<file path="src/rtl/procyon_biu_wb_pkg.sv">
// Shared procyon BIU constants: request function codes, length encodings
// (log2 of the byte count) and a helper that clamps a length to a full line.
package procyon_biu_wb_pkg;

    localparam int PCYN_BIU_FUNC_WIDTH = 1;
    localparam logic [PCYN_BIU_FUNC_WIDTH-1:0] PCYN_BIU_FUNC_READ  = 1'b0;
    localparam logic [PCYN_BIU_FUNC_WIDTH-1:0] PCYN_BIU_FUNC_WRITE = 1'b1;

    localparam int PCYN_BIU_LEN_WIDTH = 3;
    localparam logic [PCYN_BIU_LEN_WIDTH-1:0] PCYN_BIU_LEN_1B   = 3'd0;
    localparam logic [PCYN_BIU_LEN_WIDTH-1:0] PCYN_BIU_LEN_2B   = 3'd1;
    localparam logic [PCYN_BIU_LEN_WIDTH-1:0] PCYN_BIU_LEN_4B   = 3'd2;
    localparam logic [PCYN_BIU_LEN_WIDTH-1:0] PCYN_BIU_LEN_8B   = 3'd3;
    localparam logic [PCYN_BIU_LEN_WIDTH-1:0] PCYN_BIU_LEN_16B  = 3'd4;
    localparam logic [PCYN_BIU_LEN_WIDTH-1:0] PCYN_BIU_LEN_32B  = 3'd5;
    localparam logic [PCYN_BIU_LEN_WIDTH-1:0] PCYN_BIU_LEN_64B  = 3'd6;
    localparam logic [PCYN_BIU_LEN_WIDTH-1:0] PCYN_BIU_LEN_128B = 3'd7;

    // Lengths beyond a cache line are treated as a full line.
    function automatic logic [PCYN_BIU_LEN_WIDTH-1:0] pcyn_biu_clamp_len(
        input logic [PCYN_BIU_LEN_WIDTH-1:0] len,
        input int unsigned                   max_log2
    );
        if (32'(len) > max_log2) return PCYN_BIU_LEN_WIDTH'(max_log2);
        return len;
    endfunction

endpackage

</file>
<file path="src/rtl/procyon_biu_wb_linebuf.sv">
// Beat-indexed line buffer for the BIU.
// Ports:
//   clk, rst   clock, asynchronous active-high reset (clears the buffer)
//   load       capture load_data and load the down-counter with load_cnt
//   step       one beat completed; fill stores wb_dat into the current slot
//   last       the current beat is the final one of the transfer
//   next_word  buffer slot following the current beat (next write beat)
//   fill_line  buffer contents with the current slot replaced by wb_dat
module procyon_biu_wb_linebuf #(
    parameter int LINE_WIDTH = 256,
    parameter int DATA_WIDTH = 16,
    parameter int IDX_W      = 4
) (
    input  logic                  clk,
    input  logic                  rst,
    input  logic                  load,
    input  logic [LINE_WIDTH-1:0] load_data,
    input  logic [IDX_W-1:0]      load_cnt,
    input  logic                  step,
    input  logic                  fill,
    input  logic [DATA_WIDTH-1:0] wb_dat,
    output logic                  last,
    output logic [DATA_WIDTH-1:0] next_word,
    output logic [LINE_WIDTH-1:0] fill_line
);

    localparam int BEATS = LINE_WIDTH / DATA_WIDTH;

    logic [BEATS-1:0][DATA_WIDTH-1:0] line_q;
    logic [BEATS-1:0][DATA_WIDTH-1:0] filled;
    logic [IDX_W-1:0]                 cnt_q;
    logic [IDX_W-1:0]                 idx_q;
    logic [IDX_W-1:0]                 idx_next;

    always_ff @(posedge clk or posedge rst) begin
        if (rst) begin
            line_q <= '0;
            cnt_q  <= '0;
            idx_q  <= '0;
        end else if (load) begin
            line_q <= load_data;
            cnt_q  <= load_cnt;
            idx_q  <= '0;
        end else if (step) begin
            if (fill) line_q[idx_q] <= wb_dat;
            cnt_q <= cnt_q - 1'b1;
            idx_q <= idx_next;
        end
    end

    assign idx_next  = idx_q + 1'b1;
    assign last      = (cnt_q == '0);
    assign next_word = line_q[idx_next];

    // The final read beat lands in the same edge as completion, so the
    // completed line is assembled from the buffer plus the live bus data.
    always_comb begin
        filled        = line_q;
        filled[idx_q] = wb_dat;
    end

    assign fill_line = filled;

endmodule

</file>
<file path="src/rtl/procyon_biu_wb.sv">
// BIU responder: executes one CCU request at a time as a Wishbone B4
// classic block cycle and returns a one-cycle done pulse with read data.
// Ports:
//   clk, rst                     clock, asynchronous active-high reset
//   i_biu_en/func/len/addr/data  CCU request (held until o_biu_done)
//   o_biu_done, o_biu_data       completion pulse, right-justified read data
//   o_wb_*                       Wishbone master outputs (all registered)
//   i_wb_ack, i_wb_dat           Wishbone beat acknowledge and read data
module procyon_biu_wb
    import procyon_biu_wb_pkg::*;
#(
    parameter int OPTN_ADDR_WIDTH    = 32,
    parameter int OPTN_CCU_LINE_SIZE = 32,
    parameter int OPTN_WB_DATA_WIDTH = 16,
    parameter int OPTN_WB_ADDR_WIDTH = 32,
    parameter int CCU_LINE_WIDTH     = OPTN_CCU_LINE_SIZE * 8
) (
    input  logic                           clk,
    input  logic                           rst,
    input  logic                           i_biu_en,
    input  logic [PCYN_BIU_FUNC_WIDTH-1:0] i_biu_func,
    input  logic [PCYN_BIU_LEN_WIDTH-1:0]  i_biu_len,
    input  logic [OPTN_ADDR_WIDTH-1:0]     i_biu_addr,
    input  logic [CCU_LINE_WIDTH-1:0]      i_biu_data,
    output logic                           o_biu_done,
    output logic [CCU_LINE_WIDTH-1:0]      o_biu_data,
    output logic                           o_wb_cyc,
    output logic                           o_wb_stb,
    output logic                           o_wb_we,
    output logic [OPTN_WB_DATA_WIDTH/8-1:0] o_wb_sel,
    output logic [OPTN_WB_ADDR_WIDTH-1:0]  o_wb_adr,
    output logic [OPTN_WB_DATA_WIDTH-1:0]  o_wb_dat,
    input  logic                           i_wb_ack,
    input  logic [OPTN_WB_DATA_WIDTH-1:0]  i_wb_dat
);

    localparam int unsigned WB_BYTES  = OPTN_WB_DATA_WIDTH / 8;
    localparam int unsigned WB_LOG2   = $clog2(WB_BYTES);
    localparam int unsigned LINE_LOG2 = $clog2(OPTN_CCU_LINE_SIZE);
    localparam int unsigned MAX_BEATS = OPTN_CCU_LINE_SIZE / WB_BYTES;
    localparam int unsigned IDX_W     = (MAX_BEATS > 1) ? $clog2(MAX_BEATS) : 1;
    localparam int unsigned LANE_W    = (WB_LOG2 > 0) ? WB_LOG2 : 1;
    localparam int unsigned LANE_MASK = WB_BYTES - 1;

    typedef enum logic [1:0] {IDLE, BUSY, DONE} state_t;

    state_t state, state_n;

    logic                          cyc_n, stb_n, we_n, done_n;
    logic [WB_BYTES-1:0]           sel_n;
    logic [OPTN_WB_ADDR_WIDTH-1:0] adr_n;
    logic [OPTN_WB_DATA_WIDTH-1:0] dat_n;
    logic [CCU_LINE_WIDTH-1:0]     data_n;

    logic [PCYN_BIU_LEN_WIDTH-1:0] req_len, len_q;
    logic [LANE_W-1:0]             req_lane, lane_q;
    logic                          req_sub, sub_q;
    int unsigned                   req_size, req_lane_i, size_q_i;
    logic [IDX_W-1:0]              req_cnt;

    logic                          load, step, last;
    logic [CCU_LINE_WIDTH-1:0]     load_data, fill_line, rd_sub;
    logic [OPTN_WB_DATA_WIDTH-1:0] next_word, rd_shift;

    // Request decode: clamped length, lane offset and beat count.
    always_comb begin
        req_len    = pcyn_biu_clamp_len(i_biu_len, LINE_LOG2);
        req_size   = 32'd1 << req_len;
        req_lane   = LANE_W'(i_biu_addr) & LANE_W'(LANE_MASK);
        req_lane_i = 32'(req_lane);
        req_sub    = (req_size < WB_BYTES);
        req_cnt    = req_sub ? '0
                   : IDX_W'((32'd1 << (32'(req_len) - WB_LOG2)) - 32'd1);
        load_data  = (i_biu_func == PCYN_BIU_FUNC_WRITE) ? i_biu_data : '0;
    end

    // Sub-bus read: bring the addressed lanes down to bit 0, zero the rest.
    always_comb begin
        rd_shift = i_wb_dat >> {lane_q, 3'b000};
        size_q_i = 32'd1 << len_q;
        rd_sub   = '0;
        for (int unsigned b = 0; b < WB_BYTES; b++) begin
            if (b < size_q_i) rd_sub[b*8 +: 8] = rd_shift[b*8 +: 8];
        end
    end

    always_comb begin
        state_n = state;
        cyc_n   = o_wb_cyc;
        stb_n   = o_wb_stb;
        we_n    = o_wb_we;
        sel_n   = o_wb_sel;
        adr_n   = o_wb_adr;
        dat_n   = o_wb_dat;
        data_n  = o_biu_data;
        done_n  = 1'b0;
        load    = 1'b0;
        step    = 1'b0;
        case (state)
            IDLE: begin
                if (i_biu_en) begin
                    load    = 1'b1;
                    state_n = BUSY;
                    cyc_n   = 1'b1;
                    stb_n   = 1'b1;
                    we_n    = (i_biu_func == PCYN_BIU_FUNC_WRITE);
                    adr_n   = OPTN_WB_ADDR_WIDTH'(i_biu_addr)
                            & ~OPTN_WB_ADDR_WIDTH'(LANE_MASK);
                    sel_n   = req_sub
                            ? WB_BYTES'(((32'd1 << req_size) - 32'd1) << req_lane_i)
                            : '1;
                    // Masking the byte index by the transfer size replicates
                    // sub-bus data across all lanes and reduces to a plain
                    // copy of the first bus word for multi-beat transfers.
                    for (int unsigned b = 0; b < WB_BYTES; b++) begin
                        dat_n[b*8 +: 8] = i_biu_data[(b & (req_size - 32'd1))*8 +: 8];
                    end
                end
            end
            BUSY: begin
                if (i_wb_ack) begin
                    step = 1'b1;
                    if (last) begin
                        state_n = DONE;
                        cyc_n   = 1'b0;
                        stb_n   = 1'b0;
                        done_n  = 1'b1;
                        if (!o_wb_we) data_n = sub_q ? rd_sub : fill_line;
                    end else begin
                        adr_n = o_wb_adr + OPTN_WB_ADDR_WIDTH'(WB_BYTES);
                        dat_n = next_word;
                    end
                end
            end
            DONE:    state_n = IDLE;
            default: state_n = IDLE;
        endcase
    end

    always_ff @(posedge clk or posedge rst) begin
        if (rst) begin
            state      <= IDLE;
            o_wb_cyc   <= 1'b0;
            o_wb_stb   <= 1'b0;
            o_wb_we    <= 1'b0;
            o_wb_sel   <= '0;
            o_wb_adr   <= '0;
            o_wb_dat   <= '0;
            o_biu_done <= 1'b0;
            o_biu_data <= '0;
            len_q      <= '0;
            lane_q     <= '0;
            sub_q      <= 1'b0;
        end else begin
            state      <= state_n;
            o_wb_cyc   <= cyc_n;
            o_wb_stb   <= stb_n;
            o_wb_we    <= we_n;
            o_wb_sel   <= sel_n;
            o_wb_adr   <= adr_n;
            o_wb_dat   <= dat_n;
            o_biu_done <= done_n;
            o_biu_data <= data_n;
            if (load) begin
                len_q  <= req_len;
                lane_q <= req_lane;
                sub_q  <= req_sub;
            end
        end
    end

    procyon_biu_wb_linebuf #(
        .LINE_WIDTH (CCU_LINE_WIDTH),
        .DATA_WIDTH (OPTN_WB_DATA_WIDTH),
        .IDX_W      (IDX_W)
    ) u_linebuf (
        .clk       (clk),
        .rst       (rst),
        .load      (load),
        .load_data (load_data),
        .load_cnt  (req_cnt),
        .step      (step),
        .fill      (!o_wb_we),
        .wb_dat    (i_wb_dat),
        .last      (last),
        .next_word (next_word),
        .fill_line (fill_line)
    );

endmodule

</file>
<file path="config.mk">
export PLATFORM = sky130hd
export DESIGN_NAME = procyon_biu_wb
export DESIGN_NICKNAME = d
export VERILOG_FILES = /design/src/rtl/procyon_biu_wb_pkg.sv /design/src/rtl/procyon_biu_wb_linebuf.sv /design/src/rtl/procyon_biu_wb.sv
export SDC_FILE = /design/constraint.sdc
export NUM_CORES = 2
export LEC_CHECK = 0
export ABC_AREA = 1
export BUFFER_PORTS_ARGS = -buffer_cell sky130_fd_sc_hd__buf_2
export CAP_MARGIN = 20
export CORE_ASPECT_RATIO = 0.8
export CORE_UTILIZATION = 45
export DETAILED_ROUTE_END_ITERATION = 10
export PLACE_DENSITY_LB_ADDON = 0.12
export SLEW_MARGIN = 20
export SYNTH_ARGS = -nofsm -noshare
export SYNTH_HDL_FRONTEND = slang
export SYNTH_SLANG_ARGS = --single-unit
</file>
<file path="constraint.sdc">
create_clock -name clk -period 22.1 [get_ports clk]
set_clock_uncertainty 0.2 [all_clocks]
set_input_delay 4.42 -clock clk [delete_from_list [all_inputs] [get_ports clk]]
set_output_delay 4.42 -clock clk [all_outputs]
set_load 0.005 [all_outputs]
</file>
Yosys cells after proc, flatten, opt, wreduce, memory -nomap -nowiden
Cells that the tools add are included.
{ "totals": {"regBits": 580, "inputBits": 312, "out_inout_bits": 310} }
{ "classes": {"add_sub_neg": 7, "order_cmp": 7, "eq_ne": 6, "n_shift": 7, "n_mux": 44, "n_bitwise": 1, "n_reduce_logical": 11} }
{ "op_table": {"columns": ["op", "n"], "rows": [
  ["two-way mux 256 bit", 5],
  ["bitwise mux 256 bit", 1],
  ["indexed part select 256 x 5 -> 8 bit", 1],
  ["two-way mux 32 bit", 3],
  ["two-way mux 16 bit", 5],
  ["binary-select mux 16 bit (select 4 bit)", 1],
  ["demux 16 bit (select 4 bit)", 1],
  ["< comparator 1 x 32 -> 1 bit, first input constant", 2],
  ["case mux 32 bit (2 select lines)", 1],
  ["left shift 1 x 3 -> 32 bit, first input constant", 2],
  ["adder 32 x 2 -> 32 bit, second input constant", 1],
  ["< comparator 32 x 2 -> 1 bit, second input constant", 1],
  ["case mux 16 bit (2 select lines)", 1],
  ["left shift 1 x 32 -> 32 bit, first input constant", 1],
  ["left shift 1 x 32 -> 4 bit, first input constant", 1],
  ["left shift 32 x 1 -> 2 bit", 1],
  ["subtractor 32 x 1 -> 32 bit, second input constant", 1],
  ["two-way mux 4 bit", 5],
  ["two-way mux 8 bit", 2],
  [">> shifter 16 x 4 -> 16 bit", 1],
  ["AND reduction 4 bit", 3],
  ["two-way mux 1 bit", 11],
  ["< comparator 4 x 5 -> 1 bit, second input constant", 2],
  ["two-way mux 2 bit", 4],
  ["other kinds (19)", 26]
]} }

Longest topological paths before layout
{ "logic_depth": {"depth_word": 8, "depth_mapped": 14} }

Hierarchy
From an unflattened synthesis, not the netlist that was laid out.
{ "hier_totals": {"hier_cells": 5118, "area_unflattened_um2": 34779.6} }
{ "by_module_without_submodules": {"columns": ["module", "n_inst", "cells_per_inst", "area_each_um2", "seq_area_each_um2"], "rows": [
  ["procyon_biu_wb_linebuf", 1, 2820, 18376.4, 6606.3],
  ["procyon_biu_wb", 1, 2298, 16403.2, 7882.6]
]} }

Worst setup path before layout
OpenSTA, ideal clock, no wires.
{ "synth_timing": {"kind": "input to register", "start": "in i_biu_en", "end": "reg u_linebuf.line_q[137] (netlist bit)", "setup_time_ns": 0.082, "arrival_ns": 5.472, "required_ns": 21.818, "setup_slack_ns": 16.346, "cell_stages": 6, "path_buffers": 2, "cell_sequence": "nand3_2 > nor2_1 > buf_2 > buf_1 > nand2_1 > a31oi_1"} }
{ "synth_via": {"elab_chain_len": 4} }
{ "synth_rtl": {"columns": ["item", "line_no", "text"], "rows": [
  ["start, declared", "procyon_biu_wb.sv:20", "input logic i_biu_en,"],
  ["two-way mux 1 bit (*)", "procyon_biu_wb.sv:101", "if (i_biu_en) begin"],
  ["two-way mux 1 bit (*)", "procyon_biu_wb.sv:99", "case (state)"],
  ["!= test 2 x 1 -> 1 bit (no line) / nonzero test 2 bit (equally long branches)", null, null],
  ["AND reduction 2 bit (no line)", null, null],
  ["end signal, assigned", "procyon_biu_wb_linebuf.sv:41", "line_q <= load_data;"],
  ["end signal, assigned by index", "procyon_biu_wb_linebuf.sv:45", "if (fill) line_q[idx_q] <= wb_dat;"],
  ["end, declared", "procyon_biu_wb_linebuf.sv:29", "logic [BEATS-1:0][DATA_WIDTH-1:0] line_q;"]
]} }
Every way passes the cells marked *; elsewhere a longest branch is shown, timed or not.
A chain may end at the register's enable or synchronous reset.

Worst setup path in the final report
{ "layout_timing": {"start": "in i_wb_ack", "end": "reg o_biu_data[224]"} }
{ "layout_via": {"elab_chain_len": 1} }
{ "layout_rtl": {"columns": ["item", "line_no", "text"], "rows": [
  ["start, declared", "procyon_biu_wb.sv:33", "input logic i_wb_ack,"],
  ["AND reduction 4 bit (no line)", null, null],
  ["end signal, assigned", "procyon_biu_wb.sv:163", "o_biu_data <= data_n;"],
  ["end, declared", "procyon_biu_wb.sv:26", "output logic [CCU_LINE_WIDTH-1:0] o_biu_data,"]
]} }
No other way between the ends.

==> results summary <==
The run finished with clean final reports. The share of layout cells above drive strength 1 is 21.2%. The HPWL after detailed placement is 83800 µm. For the worst flop-to-flop path, the logic depth is 11. The final setup violation count came out at 0. The required time of the worst setup path came out at 22.44 ns.

The TritonCTS sink count came out at 579. The number of nets in the final layout came out at 5025. The core box area is 0.0679 mm². The post-cts sizing count came out at 0.

TritonCTS built the clock tree. The maximum vdd ir drop came out at 0.000156 V. In this run, CTS created clock tree buffers numbering 61. For met2 alone, demand over resource in global routing was 50.7%. The chip width came out at 296 µm. The via count of the first global-routing pass came to 28700. The DRC marker count from the first detailed-route iteration is 3256.

The global-route total usage across every layer came out at 34.7%. The path class of the tightest hold or removal check is flip-flop to flip-flop. The busiest layer in global routing is met2. The instance area after placement came out at 0.0345 mm².

The final routed wirelength across all metal layers came out at 125000 µm. Max-cap violations in this run came to 0. The number of setup buffers added after CTS is 0.

The initial antenna violation count is 7. The clock-pin slew of the registers on the worst-case setup and hold paths came out at 0.06 ns. In this run the deepest clock path goes through 3 buffers.

The clock reaches the later pin of the worst-skew pair after 0.63 ns. The non-filler instance count after layout is 5671. The layout has 6816 filler cells. The pre-antenna-repair detailed-routing pass consisted of 6 iterations. The number of library cell types mapped by synthesis came out at 37. The total power of the final layout is 5850 µW. The highest fanout seen on the critical path is 110. Headroom to the max-slew limit came out at 24.8%.

The mean post-synth cell area is 7.25 µm². Once layout is done, the placed cells without fillers occupy 0.0365 mm². The warning count from the yosys run came out at 0. The final period demand of the worst path is 7.72 ns. The category of the critical setup timing path is input pin to flip-flop. The hold violation count in the final report came out at 0. Setup repair after global routing left no endpoint under its margin. The root buffer cell chosen for the clock tree is sky130_fd_sc_hd__clkbuf_16. The proportion of synthesized chip area in sequential cells is 46.5%. The H-tree was split into 2 levels. The count of pins over their slew limit came to 0. The detail-routed via count per cell is 5.54.

Hold is met by 0.279 ns. The total I/O pin count came out at 622. The die height is 237 µm.

Timing would allow up to 130 MHz. The number of placement rows is 85. The final-layout setup total negative slack came out at 0 ns.

The cell count after placement came out at 5555. The leakage power figure came out at 0.0188 µW. Synthesis inferred 579 register bits. The number of instances on the worst hold path came out at 2. STA classifies the critical path startpoint as an input pin.

The initial standard-cell utilization of the core is 46.0%. Synthesis produced a netlist with a net count of 4619. The first-pass GRT wire length is 183000 µm. Synthesis produced a netlist whose cell count is 4300. The die outline area came out at 0.0703 mm². The area of the multi-input gates is 0.0142 mm².

Routability-driven placement finished with a final weighted congestion of 0.924. In this run the power density over the cells is 160 mW/mm². The combined flip-flop and latch cell area is 0.0145 mm². The fraction of met1 tracks used by global routing came out at 50.2%. The routed length per placed instance came out at 22.0 µm.

For this design, the CTS-stage hold fixing added 0 buffers. The layout overhead on the synthesized area came out at 17.2%. The cell area after technology mapping is 0.0312 mm². STA classifies the critical path endpoint as a flip-flop. The number of nets with antenna violations after routing is 0. Input and output buffers added on the ports amount to 620. In the finished design, the share of the clock period the worst path needs comes to 34.9%. The pin count of the biggest net entering global routing is 255. The total DRC errors in the routed layout is 0. The transition time at the pin with the least slew margin is 1.13 ns.

The remaining global-route overflow came out at 0. The met3 routing resource usage after global routing came out at 7.08%. The count of vias placed by the detailed router came out at 31397. STA puts the critical path data arrival time at 8.05 ns.
cells in the mapped netlist:
| cell | number | area [µm²] |
|---|---|---|
| sky130_fd_sc_hd__a21oi_1 | 56 | 280 |
| sky130_fd_sc_hd__a22o_1 | 1 | 8.76 |
| sky130_fd_sc_hd__a22oi_1 | 1 | 7.51 |
| sky130_fd_sc_hd__a31oi_1 | 258 | 1610 |
| sky130_fd_sc_hd__buf_1 | 18 | 67.6 |
| sky130_fd_sc_hd__buf_2 | 73 | 365 |
| sky130_fd_sc_hd__buf_4 | 2 | 15.0 |
| sky130_fd_sc_hd__clkbuf_1 | 220 | 826 |
| sky130_fd_sc_hd__clkinv_1 | 3 | 11.3 |
| sky130_fd_sc_hd__conb_1 | 1 | 3.75 |
| sky130_fd_sc_hd__dfrtp_1 | 579 | 14500 |
| sky130_fd_sc_hd__ha_1 | 7 | 87.6 |
| sky130_fd_sc_hd__inv_1 | 323 | 1210 |
| sky130_fd_sc_hd__inv_2 | 5 | 18.8 |
| sky130_fd_sc_hd__nand2_1 | 1274 | 4780 |
| sky130_fd_sc_hd__nand2_2 | 2 | 12.5 |
| sky130_fd_sc_hd__nand3_1 | 275 | 1380 |
| sky130_fd_sc_hd__nand3_2 | 1 | 10.0 |
| sky130_fd_sc_hd__nand3b_1 | 11 | 82.6 |
| sky130_fd_sc_hd__nand4_1 | 2 | 12.5 |
| sky130_fd_sc_hd__nor2_1 | 362 | 1360 |
| sky130_fd_sc_hd__nor2_4 | 1 | 11.3 |
| sky130_fd_sc_hd__nor2_8 | 1 | 20.0 |
| sky130_fd_sc_hd__nor3_1 | 6 | 30.0 |
| sky130_fd_sc_hd__o211ai_1 | 10 | 75.1 |
| sky130_fd_sc_hd__o21a_1 | 2 | 15.0 |
| sky130_fd_sc_hd__o21ai_0 | 512 | 2560 |
| sky130_fd_sc_hd__o21ai_1 | 38 | 190 |
| sky130_fd_sc_hd__o21ai_4 | 1 | 16.3 |
| sky130_fd_sc_hd__o21bai_1 | 4 | 30.0 |
| sky130_fd_sc_hd__o221ai_1 | 1 | 8.76 |
| sky130_fd_sc_hd__o22ai_1 | 4 | 25.0 |
| sky130_fd_sc_hd__o31ai_1 | 1 | 7.51 |
| sky130_fd_sc_hd__or2_1 | 3 | 18.8 |
| sky130_fd_sc_hd__or2_2 | 237 | 1480 |
| sky130_fd_sc_hd__xnor2_1 | 3 | 26.3 |
| sky130_fd_sc_hd__xor2_1 | 2 | 17.5 |
worst max-delay path: stages:
cell,delay (ns)
sky130_fd_sc_hd__buf_2,0.09
sky130_fd_sc_hd__nand2_1,0.33
sky130_fd_sc_hd__nor2_1,0.77
sky130_fd_sc_hd__nand2_4,0.56
sky130_fd_sc_hd__nor2_4,0.56
sky130_fd_sc_hd__inv_6,0.39
sky130_fd_sc_hd__buf_4,0.50
sky130_fd_sc_hd__o21ai_0,0.30
through the flow:
| stage | utilization [%] | setup WS, ns |
|---|---|---|
| final | 53.9 | 14.38 |
| after floorplan | - | 1.28 |
| after CTS | 53.8 | 14.49 |
| after detailed placement | 50.9 | 13.81 |
| after global placement | 50.9 | 14.04 |
| after global routing | 53.8 | 14.13 |
where the power goes:
| group | internal [µW] | switching, µW | leakage, µW |
|---|---|---|---|
| Sequential | 1530 | 347 | 0.00689 |
| Clock | 597 | 451 | 0.000980 |
| Combinational | 1020 | 1910 | 0.0109 |
| Total | 3140 | 2710 | 0.0188 |
worst paths after layout:
check / endpoint / slack, ns / from
min in group asynchronous: o_biu_data[115] / 3.70 / rst
worst max-delay path: o_biu_data[224] / 14.38 / i_wb_ack
worst min register to register: o_biu_data[132] / 0.28 / o_biu_data[132]
worst min-delay path: o_biu_data[132] / 0.28 / o_biu_data[132]
max in group asynchronous: o_wb_adr[17] / 15.60 / rst
worst max register to register: o_wb_dat[6] / 17.26 / u_linebuf.idx_q[0]
cell type report:
cell class | count | area share, %
Antenna cell | 4 | 0.0274
Clock buffer | 93 | 4.86
Clock inverter | 18 | 0.531
Tap cell | 913 | 3.13
Inverter | 331 | 3.46
Sequential cell | 579 | 39.7
Timing Repair Buffer | 656 | 9.42
Multi-Input combinational cell | 3077 | 38.9
sequential cells by signal, summed over array words and instances (netlist names), 2 cells and up:
name and flops:
len_q 3, o_biu_data 256, o_wb_adr 31, o_wb_dat 16
o_wb_sel 2, state 2, u_linebuf.cnt_q 4, u_linebuf.idx_q 4
u_linebuf.line_q 256
per-layer routing:
| layer | wire length (µm) | up-vias |
|---|---|---|
| met5 | 0 | - |
| met4 | 5080 | 0 |
| met3 | 12300 | 240 |
| met2 | 53800 | 1540 |
| met1 | 53400 | 14928 |
| li1 | - | 14689 |
logic make-up after synthesis:
kind of cell               synth area share (%)
buffers and inverters                      8.07
xor gates and xnor gates                  0.140
other                                    0.0120
DFF                                        46.5
adders and majority gates                 0.281
and+or+nand+nor                            29.5
AOI/OAI and AO/OA                          15.5
placed cells by master, fill, tap and decap left out, drive strengths merged, types with 6 or more instances in the layout:
| master | netlist | layout |
|---|---|---|
| clkinv | 3 | 16 |
| nand2 | 1276 | 1276 |
| buf | 93 | 656 |
| clkbuf | 220 | 93 |
| a21oi | 56 | 56 |
| o211ai | 10 | 10 |
| a31oi | 258 | 258 |
| or2 | 240 | 240 |
| inv | 328 | 329 |
| dfrtp | 579 | 579 |
| ha | 7 | 7 |
| nor2 | 364 | 364 |
| nor3 | 6 | 6 |
| nand3 | 276 | 276 |
| o21ai | 551 | 551 |
| nand3b | 11 | 11 |
Power figures use the tool's default switching activity.
